--- config.mk ---
export PLATFORM = sky130hd
export DESIGN_NAME = bobing_dice_roller_flat
export DESIGN_NICKNAME = d
export VERILOG_FILES = /design/src/rtl/bobing_pkg.sv /design/src/rtl/bobing_dice_roller_if.sv /design/src/rtl/bobing_lfsr16.sv /design/src/rtl/bobing_dice_roller.sv /design/src/flat_wrapper.sv
export SDC_FILE = /design/constraint.sdc
export NUM_CORES = 1
export LEC_CHECK = 0
export CAP_MARGIN = 0
export CORE_UTILIZATION = 25
export CTS_CLUSTER_SIZE = 40
export DETAILED_ROUTE_END_ITERATION = 10
export PLACE_DENSITY = 0.46
export SETUP_SLACK_MARGIN = 0.15
export SLEW_MARGIN = 0
export SYNTH_ARGS = -nofsm -noshare
export SYNTH_HDL_FRONTEND = slang
export SYNTH_SLANG_ARGS = --single-unit
--- constraint.sdc ---
create_clock -name clk -period 2.2 [get_ports clk]
set_clock_uncertainty 0.15 [all_clocks]
set_input_delay 0.55 -clock clk [delete_from_list [all_inputs] [get_ports clk]]
set_output_delay 0.55 -clock clk [all_outputs]
set_load 0.05 [all_outputs]
--- src/rtl/bobing_pkg.sv ---
// Shared constants and types for the Bo Bing dice roller: face encodings, LFSR defaults, FSM states.
package bobing_pkg;

    localparam int LFSR_W = 16;

    localparam logic [LFSR_W-1:0] DEF_SEED = 16'hACE1;
    localparam logic [LFSR_W-1:0] DEF_TAPS = 16'hB400;

    localparam logic [2:0] FACE_NONE  = 3'd0;
    localparam logic [2:0] FACE_ONE   = 3'd1;
    localparam logic [2:0] FACE_TWO   = 3'd2;
    localparam logic [2:0] FACE_THREE = 3'd3;
    localparam logic [2:0] FACE_FOUR  = 3'd4;
    localparam logic [2:0] FACE_FIVE  = 3'd5;
    localparam logic [2:0] FACE_SIX   = 3'd6;

    localparam int NUM_DICE = 6;

    typedef enum logic [1:0] {
        ST_IDLE = 2'd0,
        ST_ROLL = 2'd1,
        ST_HOLD = 2'd2
    } roll_state_e;

    // Raw 3-bit draws of 0 and 7 are not faces and get rejected.
    function automatic logic face_ok(input logic [2:0] r);
        return (r >= FACE_ONE) && (r <= FACE_SIX);
    endfunction

endpackage

--- src/rtl/bobing_dice_roller_if.sv ---
// Roll request / seed inputs and held dice outputs between the roller and its consumer.
interface bobing_dice_roller_if #(
    parameter int CNT_W = 8
);
    logic             seed_load;
    logic [15:0]      seed_in;
    logic             roll;
    logic [2:0]       d1;
    logic [2:0]       d2;
    logic [2:0]       d3;
    logic [2:0]       d4;
    logic [2:0]       d5;
    logic [2:0]       d6;
    logic             busy;
    logic             valid;
    logic             done;
    logic [CNT_W-1:0] roll_cnt;

    modport master (
        output seed_load, seed_in, roll,
        input  d1, d2, d3, d4, d5, d6, busy, valid, done, roll_cnt
    );

    modport slave (
        input  seed_load, seed_in, roll,
        output d1, d2, d3, d4, d5, d6, busy, valid, done, roll_cnt
    );
endinterface

--- src/rtl/bobing_lfsr16.sv ---
// Free-running 16-bit Galois LFSR; steps every edge, seed_load overrides the step (zero seed -> SEED).
// Latency: new state visible one edge after load; no backpressure, never stalls.
module bobing_lfsr16
    import bobing_pkg::*;
#(
    parameter logic [LFSR_W-1:0] SEED = DEF_SEED,
    parameter logic [LFSR_W-1:0] TAPS = DEF_TAPS
) (
    input  logic              clk,
    input  logic              rst_n,
    input  logic              seed_load,
    input  logic [LFSR_W-1:0] seed_in,
    output logic [LFSR_W-1:0] state
);

    logic [LFSR_W-1:0] state_q;
    logic [LFSR_W-1:0] state_d;

    always_comb begin
        state_d = {1'b0, state_q[LFSR_W-1:1]} ^ (state_q[0] ? TAPS : '0);
        // An all-zero LFSR would lock up, so a zero seed falls back to SEED.
        if (seed_load) begin
            state_d = (seed_in == '0) ? SEED : seed_in;
        end
    end

    always_ff @(posedge clk or negedge rst_n) begin
        if (!rst_n) begin
            state_q <= SEED;
        end else begin
            state_q <= state_d;
        end
    end

    assign state = state_q;

endmodule

--- src/rtl/bobing_dice_roller.sv ---
// Rolls six dice from LFSR draws with rejection of 0/7; >=6 edges from roll acceptance to valid.
// No backpressure: roll is ignored while busy, dice held in HOLD until the next accepted roll.
module bobing_dice_roller
    import bobing_pkg::*;
#(
    parameter logic [15:0] SEED  = DEF_SEED,
    parameter logic [15:0] TAPS  = DEF_TAPS,
    parameter int          CNT_W = 8
) (
    input  logic                 clk,
    input  logic                 rst_n,
    bobing_dice_roller_if.slave  bus
);

    logic [LFSR_W-1:0] lfsr_state;
    logic              unused_lfsr_hi;
    logic [2:0]        draw;

    roll_state_e           state_q, state_d;
    logic [2:0]            idx_q, idx_d;
    logic [NUM_DICE-1:0][2:0] dice_q, dice_d;
    logic                  done_q, done_d;
    logic [CNT_W-1:0]      cnt_q, cnt_d;

    bobing_lfsr16 #(
        .SEED (SEED),
        .TAPS (TAPS)
    ) u_lfsr (
        .clk       (clk),
        .rst_n     (rst_n),
        .seed_load (bus.seed_load),
        .seed_in   (bus.seed_in),
        .state     (lfsr_state)
    );

    assign draw           = lfsr_state[2:0];
    assign unused_lfsr_hi = ^lfsr_state[LFSR_W-1:3];

    always_comb begin
        state_d = state_q;
        idx_d   = idx_q;
        dice_d  = dice_q;
        done_d  = 1'b0;
        cnt_d   = cnt_q;
        case (state_q)
            ST_IDLE, ST_HOLD: begin
                if (bus.roll) begin
                    state_d = ST_ROLL;
                    idx_d   = 3'd0;
                    dice_d  = '0;
                end
            end
            ST_ROLL: begin
                // A reseed edge draws nothing; the next draw comes from the new seed.
                if (!bus.seed_load && face_ok(draw)) begin
                    for (int i = 0; i < NUM_DICE; i++) begin
                        if (idx_q == 3'(i)) begin
                            dice_d[i] = draw;
                        end
                    end
                    if (idx_q == 3'(NUM_DICE - 1)) begin
                        state_d = ST_HOLD;
                        done_d  = 1'b1;
                        cnt_d   = cnt_q + 1'b1;
                    end else begin
                        idx_d = idx_q + 3'd1;
                    end
                end
            end
            default: begin
                state_d = ST_IDLE;
            end
        endcase
    end

    always_ff @(posedge clk or negedge rst_n) begin
        if (!rst_n) begin
            state_q <= ST_IDLE;
            idx_q   <= 3'd0;
            dice_q  <= '0;
            done_q  <= 1'b0;
            cnt_q   <= '0;
        end else begin
            state_q <= state_d;
            idx_q   <= idx_d;
            dice_q  <= dice_d;
            done_q  <= done_d;
            cnt_q   <= cnt_d;
        end
    end

    assign bus.busy     = (state_q == ST_ROLL);
    assign bus.valid    = (state_q == ST_HOLD);
    assign bus.done     = done_q;
    assign bus.roll_cnt = cnt_q;

    // Partially filled dice are never exposed to the scorer.
    assign bus.d1 = bus.valid ? dice_q[0] : FACE_NONE;
    assign bus.d2 = bus.valid ? dice_q[1] : FACE_NONE;
    assign bus.d3 = bus.valid ? dice_q[2] : FACE_NONE;
    assign bus.d4 = bus.valid ? dice_q[3] : FACE_NONE;
    assign bus.d5 = bus.valid ? dice_q[4] : FACE_NONE;
    assign bus.d6 = bus.valid ? dice_q[5] : FACE_NONE;

endmodule

--- src/flat_wrapper.sv ---
// flat-port wrapper written by rule: the top's interface ports become plain ports
module bobing_dice_roller_flat import bobing_pkg::*;
#(
    parameter logic [15:0] SEED  = DEF_SEED,
    parameter logic [15:0] TAPS  = DEF_TAPS,
    parameter int          CNT_W = 8
)
  (clk, rst_n, bus_seed_load, bus_seed_in, bus_roll, bus_d1, bus_d2, bus_d3, bus_d4, bus_d5, bus_d6, bus_busy, bus_valid, bus_done, bus_roll_cnt);
  bobing_dice_roller_if #(.CNT_W(CNT_W)) bus_i ();
  input  logic clk;
  input  logic rst_n;
  input wire logic [$bits(bus_i.seed_load)-1:0] bus_seed_load;
  input wire logic [$bits(bus_i.seed_in)-1:0] bus_seed_in;
  input wire logic [$bits(bus_i.roll)-1:0] bus_roll;
  output wire logic [$bits(bus_i.d1)-1:0] bus_d1;
  output wire logic [$bits(bus_i.d2)-1:0] bus_d2;
  output wire logic [$bits(bus_i.d3)-1:0] bus_d3;
  output wire logic [$bits(bus_i.d4)-1:0] bus_d4;
  output wire logic [$bits(bus_i.d5)-1:0] bus_d5;
  output wire logic [$bits(bus_i.d6)-1:0] bus_d6;
  output wire logic [$bits(bus_i.busy)-1:0] bus_busy;
  output wire logic [$bits(bus_i.valid)-1:0] bus_valid;
  output wire logic [$bits(bus_i.done)-1:0] bus_done;
  output wire logic [$bits(bus_i.roll_cnt)-1:0] bus_roll_cnt;
  assign bus_i.seed_load = bus_seed_load;
  assign bus_i.seed_in = bus_seed_in;
  assign bus_i.roll = bus_roll;
  assign bus_d1 = bus_i.d1;
  assign bus_d2 = bus_i.d2;
  assign bus_d3 = bus_i.d3;
  assign bus_d4 = bus_i.d4;
  assign bus_d5 = bus_i.d5;
  assign bus_d6 = bus_i.d6;
  assign bus_busy = bus_i.busy;
  assign bus_valid = bus_i.valid;
  assign bus_done = bus_i.done;
  assign bus_roll_cnt = bus_i.roll_cnt;
  bobing_dice_roller #(.SEED(SEED), .TAPS(TAPS), .CNT_W(CNT_W)) u_core (.clk(clk), .rst_n(rst_n), .bus(bus_i));
endmodule
==> metrics, run 1 <==
outcome=completed; critical path peak fanout=4; syn nets=226; CP max-delay cell=dfrtp_2; Num CTS Buffers=5; CP startpoint kind=flip-flop; Synth Area in Compound Gates=0.166; min cycle time layout=2.06 ns; total negative slack=0 ns; RSZ-0062 raised after global routing=yes; Final period util=0.934; Worst EP arrival=about 1.4 ns; DR iter-0 viols=55; largest net degree at the start of global routing=20; PwrDens=803 mW/mm^2; Die ar.=0.00970 sq mm; Die Y-Extent=just under 100 um; final cell utilization of the core=0.382; max-slew violations=0; Routed WL=5080 um; hold crit path type=input port to async pin; first-pass GRT wire length=8650 um; Setup violations, final=0; fraction of layout cells with a size suffix above 1=0.394; Syn Area/Cell=between 10 and 15 sq um; Worst-Skew Late Latency=0.30 ns; core area=0.00885 sq mm; Final Wtd Congestion=0.724; sequential fraction of the synthesis area=0.520; main combinational cell family by area after synthesis=simple AND/OR/NAND/NOR gates; number of cells on the worst reg-to-reg path=7; mux cell area share after synthesis=0.0387; actual slew at the worst max-slew pin=0.418 ns; via count=1711; CTS tree=yes; maximum clock path buffer count=2; DR vias/cell=4.54; Rows=34; CP startpoint=u_core.state_q[0]; Final HPWL DP=3970 um; CP delay by family, top=flip-flops; DR DRC count=0; fin area=0.00338 sq mm; synthesis-to-finish area growth=45.1%; H-tree depth=2; Fmax=slightly below 0.5 GHz; Leak=1.47 nW; Mapped Area=between 0.002 and 0.0025 sq mm; drt wl/cell=13.5 um; Placement Cell Area=approximately 0.0032 sq mm; Post-Synth Adder-Cell Area=0.0323; post-synthesis simple-gate area fraction=0.168; total power=2.71 mW; CP max stage delay=0.45 ns; hold_buf cts=0; crit path buf inv count=2; library cells used by synthesis=37; GRT Total Usage=0.113; Top Ports=between 40 and 50; clock sink count=48; GRT overflow=0; FF-to-FF Start=u_core.idx_q[1]; maximum VDD drop=0.000684 V; critical path depth=4; YS warnings=0; Slew headroom=0.721; required time of the critical path=~1.5 ns; antenna cells=0; initial antenna violation count=0; DRT Pass-1 Iters=6; crit-path cells=nor2b_4 > buf_4 > and2_4 > buf_12; WS Path Type=flip-flop to primary output; Worst-path clk slew=0.09 ns; Initial Utilization=0.263; final layout net count=294; xor and xnor area share after synthesis=0.0409; clock root buffer=clkbuf_8; Routed Antenna Nets=0; Die Width=98.5 um; flops & latches, synth=48; Gate Count Post-Synth=200; vias in the first global route=1707; max-cap viol count=0; critical path endpoint category=primary output; Fin. Hold Viols=0; port bufs=48
## through the flow
stage                     worst slack, ns  cells  hold WS [ns]
after floorplan                     0.159    200         0.104
after detailed placement          -0.0753    365         0.316
after CTS                          0.0928    375        0.0331
final                               0.144    377        0.0237
after global placement            -0.0402    365         0.312
after global routing               0.0890    377        0.0483
## where the power goes
| group | internal, mW | switching (mW) | total [mW] | leakage, nW |
|---|---|---|---|---|
| Clock | 0.222 | 0.295 | 0.517 | 0.0479 |
| Sequential | 1.11 | 0.161 | 1.27 | 0.599 |
| Combinational | 0.411 | 0.510 | 0.922 | 0.826 |
## worst reg2reg max path: stages, from the launching register on
cell	delay, ns
dfrtp_1	0.42
inv_1	0.11
ha_1	0.23
nand2_2	0.14
a2111oi_4	0.26
buf_4	0.21
nand4_1	0.11
xnor2_1	0.14
## per-layer routing
metal | global-route usage | part of all wire
met2 | 0.179 | 0.47
met3 | 0.0184 | 0.037
met4 | 0.0413 | 0.0096
met5 | 0 | 0
met1 | 0.156 | 0.49
## state kept, by name (all words and copies together) (netlist names)
| name | count |
|---|---|
| u_core.dice_q | 18 |
| u_core.u_lfsr.state | 16 |
| u_core.state_q | 2 |
| u_core.idx_q | 3 |
| u_core.bus.roll_cnt | 8 |
| u_core.bus.done | 1 |
## timing repair
| item | 4_1_cts | 5_1_grt |
|---|---|---|
| setup buffers | 2 | 1 |
| gates resized for setup | 11 | 16 |
| setup endpoints to repair | 20 | 23 |
| pin swaps | 0 | 10 |
| cloned | 0 | 1 |
## cells in the mapped netlist (all sizes together)
cell	n	area share
nor3b	1	0.0032
dfstp	8	0.090
o32ai	1	0.0038
nand3	6	0.013
o2bb2ai	13	0.049
o21ai	11	0.024
o22a	8	0.030
dfrtp	40	0.43
clkbuf	3	0.0048
and3	2	0.0054
o31ai	1	0.0032
nor2b	3	0.0081
inv	4	0.0064
nor2	2	0.0032
and2	19	0.051
buf	6	0.020
nand2	22	0.039
a21o	4	0.013
mux2	8	0.039
nor3	1	0.0043
a32o	3	0.013
a21bo	1	0.0070
ha	6	0.032
xor2	3	0.011
clkinv	1	0.0016
a21oi	1	0.0038
nor4	6	0.023
xnor2	7	0.030
nand4	5	0.013
nand2b	2	0.0054
a2111oi	1	0.012
o21bai	1	0.0081
## layout make-up
class / instances / area [sq um]
clock buffers: 5 / 68.8
clock inverters: 3 / 18.8
fillers: 877 / 5470
inverters: 5 / 18.8
multi-input cells: 138 / 1100
flip-flops and latches: 48 / 1210
well taps: 108 / 135
repair buffers: 70 / 826
## cells in the final DEF (no fill, tap or decap), types with 2 or more instances in the layout
| master | Yosys | layout |
|---|---|---|
| nand4_1 | 5 | 5 |
| clkdlybuf4s50_1 | 0 | 18 |
| clkinv_2 | 0 | 2 |
| dfrtp_1 | 40 | 39 |
| buf_4 | 2 | 29 |
| clkbuf_8 | 0 | 5 |
| nand3_1 | 6 | 6 |
| nor4_1 | 5 | 5 |
| dfstp_2 | 8 | 8 |
| inv_1 | 4 | 4 |
| o22a_1 | 8 | 8 |
| buf_12 | 0 | 20 |
| xnor2_1 | 6 | 6 |
| nand2_1 | 21 | 20 |
| nor2b_1 | 3 | 2 |
| o21ai_0 | 11 | 11 |
| a21o_1 | 4 | 4 |
| ha_1 | 6 | 6 |
| mux2_2 | 8 | 8 |
| buf_6 | 2 | 2 |
| a32o_1 | 3 | 3 |
| o2bb2ai_1 | 13 | 13 |
| xor2_1 | 3 | 3 |
| nor2_1 | 2 | 2 |
| and2_4 | 0 | 18 |
| and3_1 | 2 | 2 |
## cell families (layout without fill, tap and decap cells)
kind of cell / Yosys count / in the layout
compound gates: 45 / 45
xor+xnor: 10 / 10
fa+ha+maj: 6 / 6
buf+inv: 14 / 83
flops: 48 / 48
mux: 8 / 8
simple gates: 69 / 69
## worst paths after layout
kind / end / slack [ns]
max in group asynchronous: u_core.u_lfsr.state[10] / 1.24
max reg2reg: u_core.bus.roll_cnt[4] / 0.31
min reg2reg: u_core.u_lfsr.state[2] / 0.33
min in group clk: u_core.u_lfsr.state[2] / 0.33
min: u_core.dice_q[16] / 0.02
max: bus_d4[2] / 0.14
Note: power is estimated with default switching activity, not from simulation.
==> run 2, diff against run 1 <==
--- a/config.mk
+++ b/config.mk
@@ -5,12 +5,11 @@
 export SDC_FILE = /design/constraint.sdc
 export NUM_CORES = 1
 export LEC_CHECK = 0
-export CAP_MARGIN = 0
 export CORE_UTILIZATION = 25
 export CTS_CLUSTER_SIZE = 40
 export DETAILED_ROUTE_END_ITERATION = 10
 export PLACE_DENSITY = 0.46
-export SETUP_SLACK_MARGIN = 0.15
+export SETUP_SLACK_MARGIN = 0.05
 export SLEW_MARGIN = 0
 export SYNTH_ARGS = -nofsm -noshare
 export SYNTH_HDL_FRONTEND = slang
==> run 2 against run 1 <==
  * Fmax shrank 1.2%
  * First-iteration DRC count grew 49%
  * Sequential share of layout area grew 0.69 points
  * Final cell count shrank 0.53%
  * Non-clock buffer count shrank 2
  * Critical path depth is the same
  * Sequential power is essentially flat
==> metrics, run 2 (synthesis gave the netlist of run 1 again) <==
DP Worst Slack=-0.0753 ns (unchanged); clock sink count=48 (unchanged); max-cap viol count=0 (unchanged); initial antenna violation count=0 (unchanged); clock root buffer=clkbuf_8; largest net degree at the start of global routing=20 (unchanged); drt wl/cell=13.5 um (about the same); PwrDens=813 mW/mm^2 (+1.3%); WS Path Type=flip-flop to primary output; Worst-Skew Late Latency=0.30 ns (about the same); Final Wtd Congestion=0.724 (unchanged); fin worst setup slack=0.118 ns (-0.0259 ns); Die ar.=0.00970 sq mm (unchanged); Worst EP arrival=1.38 ns (+0.02 ns); port bufs=48 (unchanged); Leak=1.44 nW (-2.5%); Rows=34 (unchanged); Register Area=0.00121 sq mm (unchanged); max-slew violations=0 (unchanged); final layout net count=292 (-0.68%); GRT overflow=0 (unchanged); RSZ-0062 raised after global routing=yes; actual slew at the worst max-slew pin=0.417 ns (-0.00133 ns); Initial Utilization=0.263 (unchanged); required time of the critical path=1.50 ns (about the same); DR DRC count=0 (unchanged); outcome=completed; min cycle time layout=2.08 ns (+0.0259 ns); GRT Total Usage=0.113 (-0.000153); critical path peak fanout=14 (+10); total power=2.69 mW (-0.59%); max reg flops=18 (unchanged); Die Y-Extent=98.5 um (unchanged); DR iter-0 viols=82 (+49%); critical path endpoint category=primary output; FILL cells=882 (+0.57%); DR vias/cell=4.54 (about the same); Setup violations, final=0 (unchanged); total negative slack=0 ns (unchanged); vias in the first global route=1700 (-0.41%); Slew headroom=0.722 (+0.000886); Final period util=0.946 (+0.0118); antenna cells=0 (unchanged); placed cells=365 (unchanged); fraction of layout cells with a size suffix above 1=0.322 (-0.0720); Die Width=98.5 um (unchanged); hold crit path type=input port to async pin; first-pass GRT wire length=8630 um (-0.16%); Fmax=0.480 GHz (-1.2%); synthesis-to-finish area growth=42.3%; Num CTS Buffers=5 (unchanged); CP startpoint kind=flip-flop; final worst hold slack=0.0243 ns (+0.000615 ns); Routed Antenna Nets=0 (unchanged); CTS tree=yes; Fin. Hold Viols=0 (unchanged); DRT Pass-1 Iters=7 (+1); hold_buf cts=0 (unchanged); maximum clock path buffer count=2 (unchanged); H-tree depth=2 (unchanged); commonest cells after routing, fill and taps aside=39 x dfrtp_1, 28 x buf_4, 21 x nand2_1; via count=1703 (-0.47%); Routed WL=5050 um (-0.61%); Final HPWL DP=3970 um (unchanged); FF-to-FF Start=u_core.idx_q[1]; Top Ports=49 (unchanged); area of the multi-input gates=0.00105 sq mm (-4.1%); Finished Layout Cells=375 (-0.53%); commonest non-fill, non-tap cell in the layout=dfrtp_1; largest register by flop count=u_core.dice_q; core area=0.00885 sq mm (unchanged); maximum VDD drop=0.000677 V (-1.1%); CP startpoint=u_core.state_q[0]; Worst-path clk slew=0.09 ns (about the same)
==> run 2: what timing repair did <==
item / CTS / global route
buffers inserted: 0 / 2
resized for setup: 5 / 1
endpoints found under the setup margin: 16 / 16
==> run 2: final timing paths <==
check	to	slack (ns)	cells past startpoint
worst max register to register	u_core.bus.roll_cnt[6]	0.22	7
worst min-delay path	u_core.dice_q[17]	0.02	1
min in group clk	u_core.u_lfsr.state[2]	0.33	1
max in group asynchronous	u_core.u_lfsr.state[10]	1.24	2
worst min register to register	u_core.u_lfsr.state[2]	0.33	1
worst max-delay path	bus_d4[1]	0.12	4
==> run 2: routing by layer <==
layer,share of wire,GRT usage,up-vias
met1,0.49,0.156,802
met2,0.46,0.178,43
met5,0,0,-
met4,0.0097,0.0413,0
li1,-,-,856
met3,0.036,0.0184,2
==> run 2: final cells by class <==
type                    instances  share of cell area
well taps                     108              0.0408
clock buffers                   5              0.0208
repair buffers                 68               0.244
inverters                       5             0.00567
clock inverters                 3             0.00567
multi-input cells             138               0.317
flip-flops and latches         48               0.366
==> run 2: where the power goes <==
| group | internal (mW) | total, mW | switching, mW |
|---|---|---|---|
| sequential | 1.11 | 1.26 | 0.148 |
| combinational | 0.410 | 0.921 | 0.511 |
| clock | 0.222 | 0.515 | 0.293 |
| total | 1.74 | 2.69 | 0.953 |
==> run 2: through the flow <==
step                cell area [sq um]  utilization
detailed placement               3190        0.361
global route                     3310        0.374
floorplan                        2330            -
CTS                              3290        0.372
finish                           3310        0.374
global placement                 3190        0.361
==> run 2: worst max-delay path, cell delays in order (launching register included) <==
cell and delay [ns]:
dfrtp_2 0.45, nor2b_4 0.15, buf_6 0.16, and2_1 0.18, buf_12 0.14
==> run 3, diff against run 2 <==
--- a/config.mk
+++ b/config.mk
@@ -5,10 +5,10 @@
 export SDC_FILE = /design/constraint.sdc
 export NUM_CORES = 1
 export LEC_CHECK = 0
-export CORE_UTILIZATION = 25
+export CORE_UTILIZATION = 45
 export CTS_CLUSTER_SIZE = 40
 export DETAILED_ROUTE_END_ITERATION = 10
-export PLACE_DENSITY = 0.46
+export PLACE_DENSITY = 0.73
 export SETUP_SLACK_MARGIN = 0.05
 export SLEW_MARGIN = 0
 export SYNTH_ARGS = -nofsm -noshare
==> run 3 against run 2 <==
  * First-iteration DRC count rose by 29%
  * Routed wire length is 3.7% lower
  * Core utilization rose by 30 points
  * Clock power rose by 44%
  * Global-route usage is 8.3 points higher
  * Final area fell by 0.76%
  * Critical path depth stayed put
  * Sequential share of layout area increased by 0.24 points
  * Die area fell by 44%
  * Non-clock buffer count decreased by 1
  * Sequential cell count did not move
  * Critical path type unchanged
  * Highest routed layer unchanged
==> metrics, run 3 (synthesis gave the netlist of run 1 again) <==
fin area=0.00329 sq mm (-0.76%); WS Path Type=flip-flop to primary output; initial antenna violation count=0 (unchanged); clock root buffer=clkbuf_8; Num CTS Buffers=5 (unchanged); Worst-Skew Late Latency=0.30 ns (about the same); drt wl/cell=14.6 um (+8.4%); FILL cells=353 (-60%); Top Ports=49 (unchanged); DR DRC count=0 (unchanged); crit path buf inv count=2 (unchanged); synthesis-to-finish area growth=41.2%; Worst-path clk slew=0.09 ns (about the same); CP max-delay cell=dfrtp_1; largest register by flop count=u_core.dice_q; Placement Cell Area=0.00311 sq mm (-2.6%); fraction of layout cells with a size suffix above 1=0.305 (-0.0176); first-pass GRT wire length=7900 um (-8.5%); RSZ-0062 raised after global routing=yes; Leak=1.45 nW (+0.71%); GRT overflow=0 (unchanged); commonest cells after routing, fill and taps aside=40 x dfrtp_1, 26 x buf_4, 21 x nand2_1; max-slew violations=0 (unchanged); critical path peak fanout=9 (-5); Setup violations, final=0 (unchanged); Final period util=0.955 (+0.00829); DR vias/cell=5.25 (+16%); commonest non-fill, non-tap cell in the layout=dfrtp_1; vias in the first global route=1651 (-2.9%); Rows=25 (-26%); outcome=completed; DRT Pass-1 Iters=4 (-3); hold crit path type=input port to async pin; Register Area=0.00121 sq mm (-0.10%); Slew headroom=0.671 (-0.0517); Crit Reg-Reg Endpoint=u_core.bus.roll_cnt[4]; CTS tree=yes; required time of the critical path=1.50 ns (about the same); port bufs=48 (unchanged); total negative slack=0 ns (unchanged); Final HPWL DP=3660 um (-7.9%); min cycle time layout=2.10 ns (+0.0182 ns); core area=0.00485 sq mm (-45%); Fin. Hold Viols=0 (unchanged); Routed Antenna Nets=0 (unchanged); CP max stage delay=0.44 ns (about the same); maximum clock path buffer count=2 (unchanged); max reg flops=18 (unchanged); clock sink count=48 (unchanged); CP delay by family, top=flip-flops; via count=1747 (+2.6%); area of the multi-input gates=0.00105 sq mm (-0.24%); max-cap viol count=0 (unchanged); reg2reg setup slack=0.23 ns (about the same); largest net degree at the start of global routing=22 (+10%); Die Y-Extent=73.9 um (-25%); number of cells on the worst reg-to-reg path=7 (unchanged); Final Wtd Congestion=0.813 (+12%); DR iter-0 viols=106 (+29%); Routed WL=4870 um (-3.7%); Worst EP arrival=1.40 ns (+0.02 ns); final layout net count=291 (-0.34%); Die Width=73.9 um (-25%); PwrDens=889 mW/mm^2 (+9.3%); GRT Total Usage=0.196 (+0.0831); FF-to-FF Start=u_core.idx_q[1]; Initial Utilization=0.480 (+0.217); antenna cells=0 (unchanged); Fmax=0.476 GHz (-0.87%); hold_buf cts=0 (unchanged); actual slew at the worst max-slew pin=0.496 ns (+0.0795 ns); critical path endpoint category=primary output; H-tree depth=2 (unchanged); Die ar.=0.00546 sq mm (-44%); maximum VDD drop=0.000675 V (-0.29%); CP startpoint kind=flip-flop; crit-path cells=nor2b_4 > buf_6 > and2_1 > buf_12
[run 3: changes by cell type in the layout (fill, tap and decap cells not counted), sizes merged]
cell | before | now
buf | 50 | 48
bufinv | 0 | 2
clkbuf | 5 | 6
clkinv | 4 | 1
dlygate4sd2 | 0 | 1
[run 3: final cells by class]
cell class                      count  share of cell area
Sequential cell                    48               0.368
Multi-Input combinational cell    138               0.319
Timing Repair Buffer               67               0.241
Tap cell                           67              0.0255
Clock buffer                        6              0.0221
Clock inverter                      2              0.0183
Inverter                            5             0.00571
[run 3: power breakdown]
part	switching, mW	internal (mW)
sequential	0.149	1.11
combinational	0.514	0.411
clock	0.287	0.454
[run 3: how the worst max path moves through the flow]
stage / slack (ns) / to / startpoint / cells past startpoint
after floorplan: 0.16 / bus_d1[0] / u_core.state_q[0] / 3
after global placement: -0.01 / u_core.bus.roll_cnt[7] / bus_seed_load / 5
after detailed placement: -0.08 / u_core.bus.roll_cnt[7] / bus_seed_load / 5
after CTS: 0.07 / bus_d3[1] / u_core.state_q[0] / 4
after global routing: 0.02 / bus_busy / u_core.state_q[0] / 4
final: 0.10 / bus_d5[0] / u_core.state_q[0] / 4
[run 3: metal layers]
layer  GRT usage  up-vias  wire, um  part of all wire
li1            -      847         -                 -
met1       0.267      843      2250              0.46
met2       0.307       49      2350              0.48
met3      0.0466        8       193             0.040
met4      0.0662        0        72             0.015
met5           0        -         0                 0
[run 3: what timing repair did]
item | 4_1_cts | 5_1_grt
endpoints found under the setup margin | 18 | 18
buffers inserted | 1 | 2
gates cloned | 0 | 1
gates resized for setup | 3 | 5
[run 3: worst register-to-register path, delay by kind of cell (launching register included)]
| kind | cells | cell delay, ns |
|---|---|---|
| and+or+nand+nor | 2 | 0.31 |
| adders and majority gates | 1 | 0.20 |
| buffers and inverters | 2 | 0.31 |
| DFF | 1 | 0.40 |
| xor gates and xnor gates | 1 | 0.15 |
| AOI/OAI and AO/OA | 1 | 0.33 |
[run 3: stage by stage]
stage               hold slack, ns  worst slack (ns)   util  total power [mW]  std cells
global placement             0.306           -0.0138  0.641              2.13        321
detailed placement           0.314           -0.0757  0.641              2.17        321
floorplan                    0.104             0.159      -              1.86        200
finish                      0.0440             0.100  0.678              2.92        333
global route                0.0709            0.0228  0.678              3.11        333
CTS                         0.0485            0.0712  0.671              2.92        330
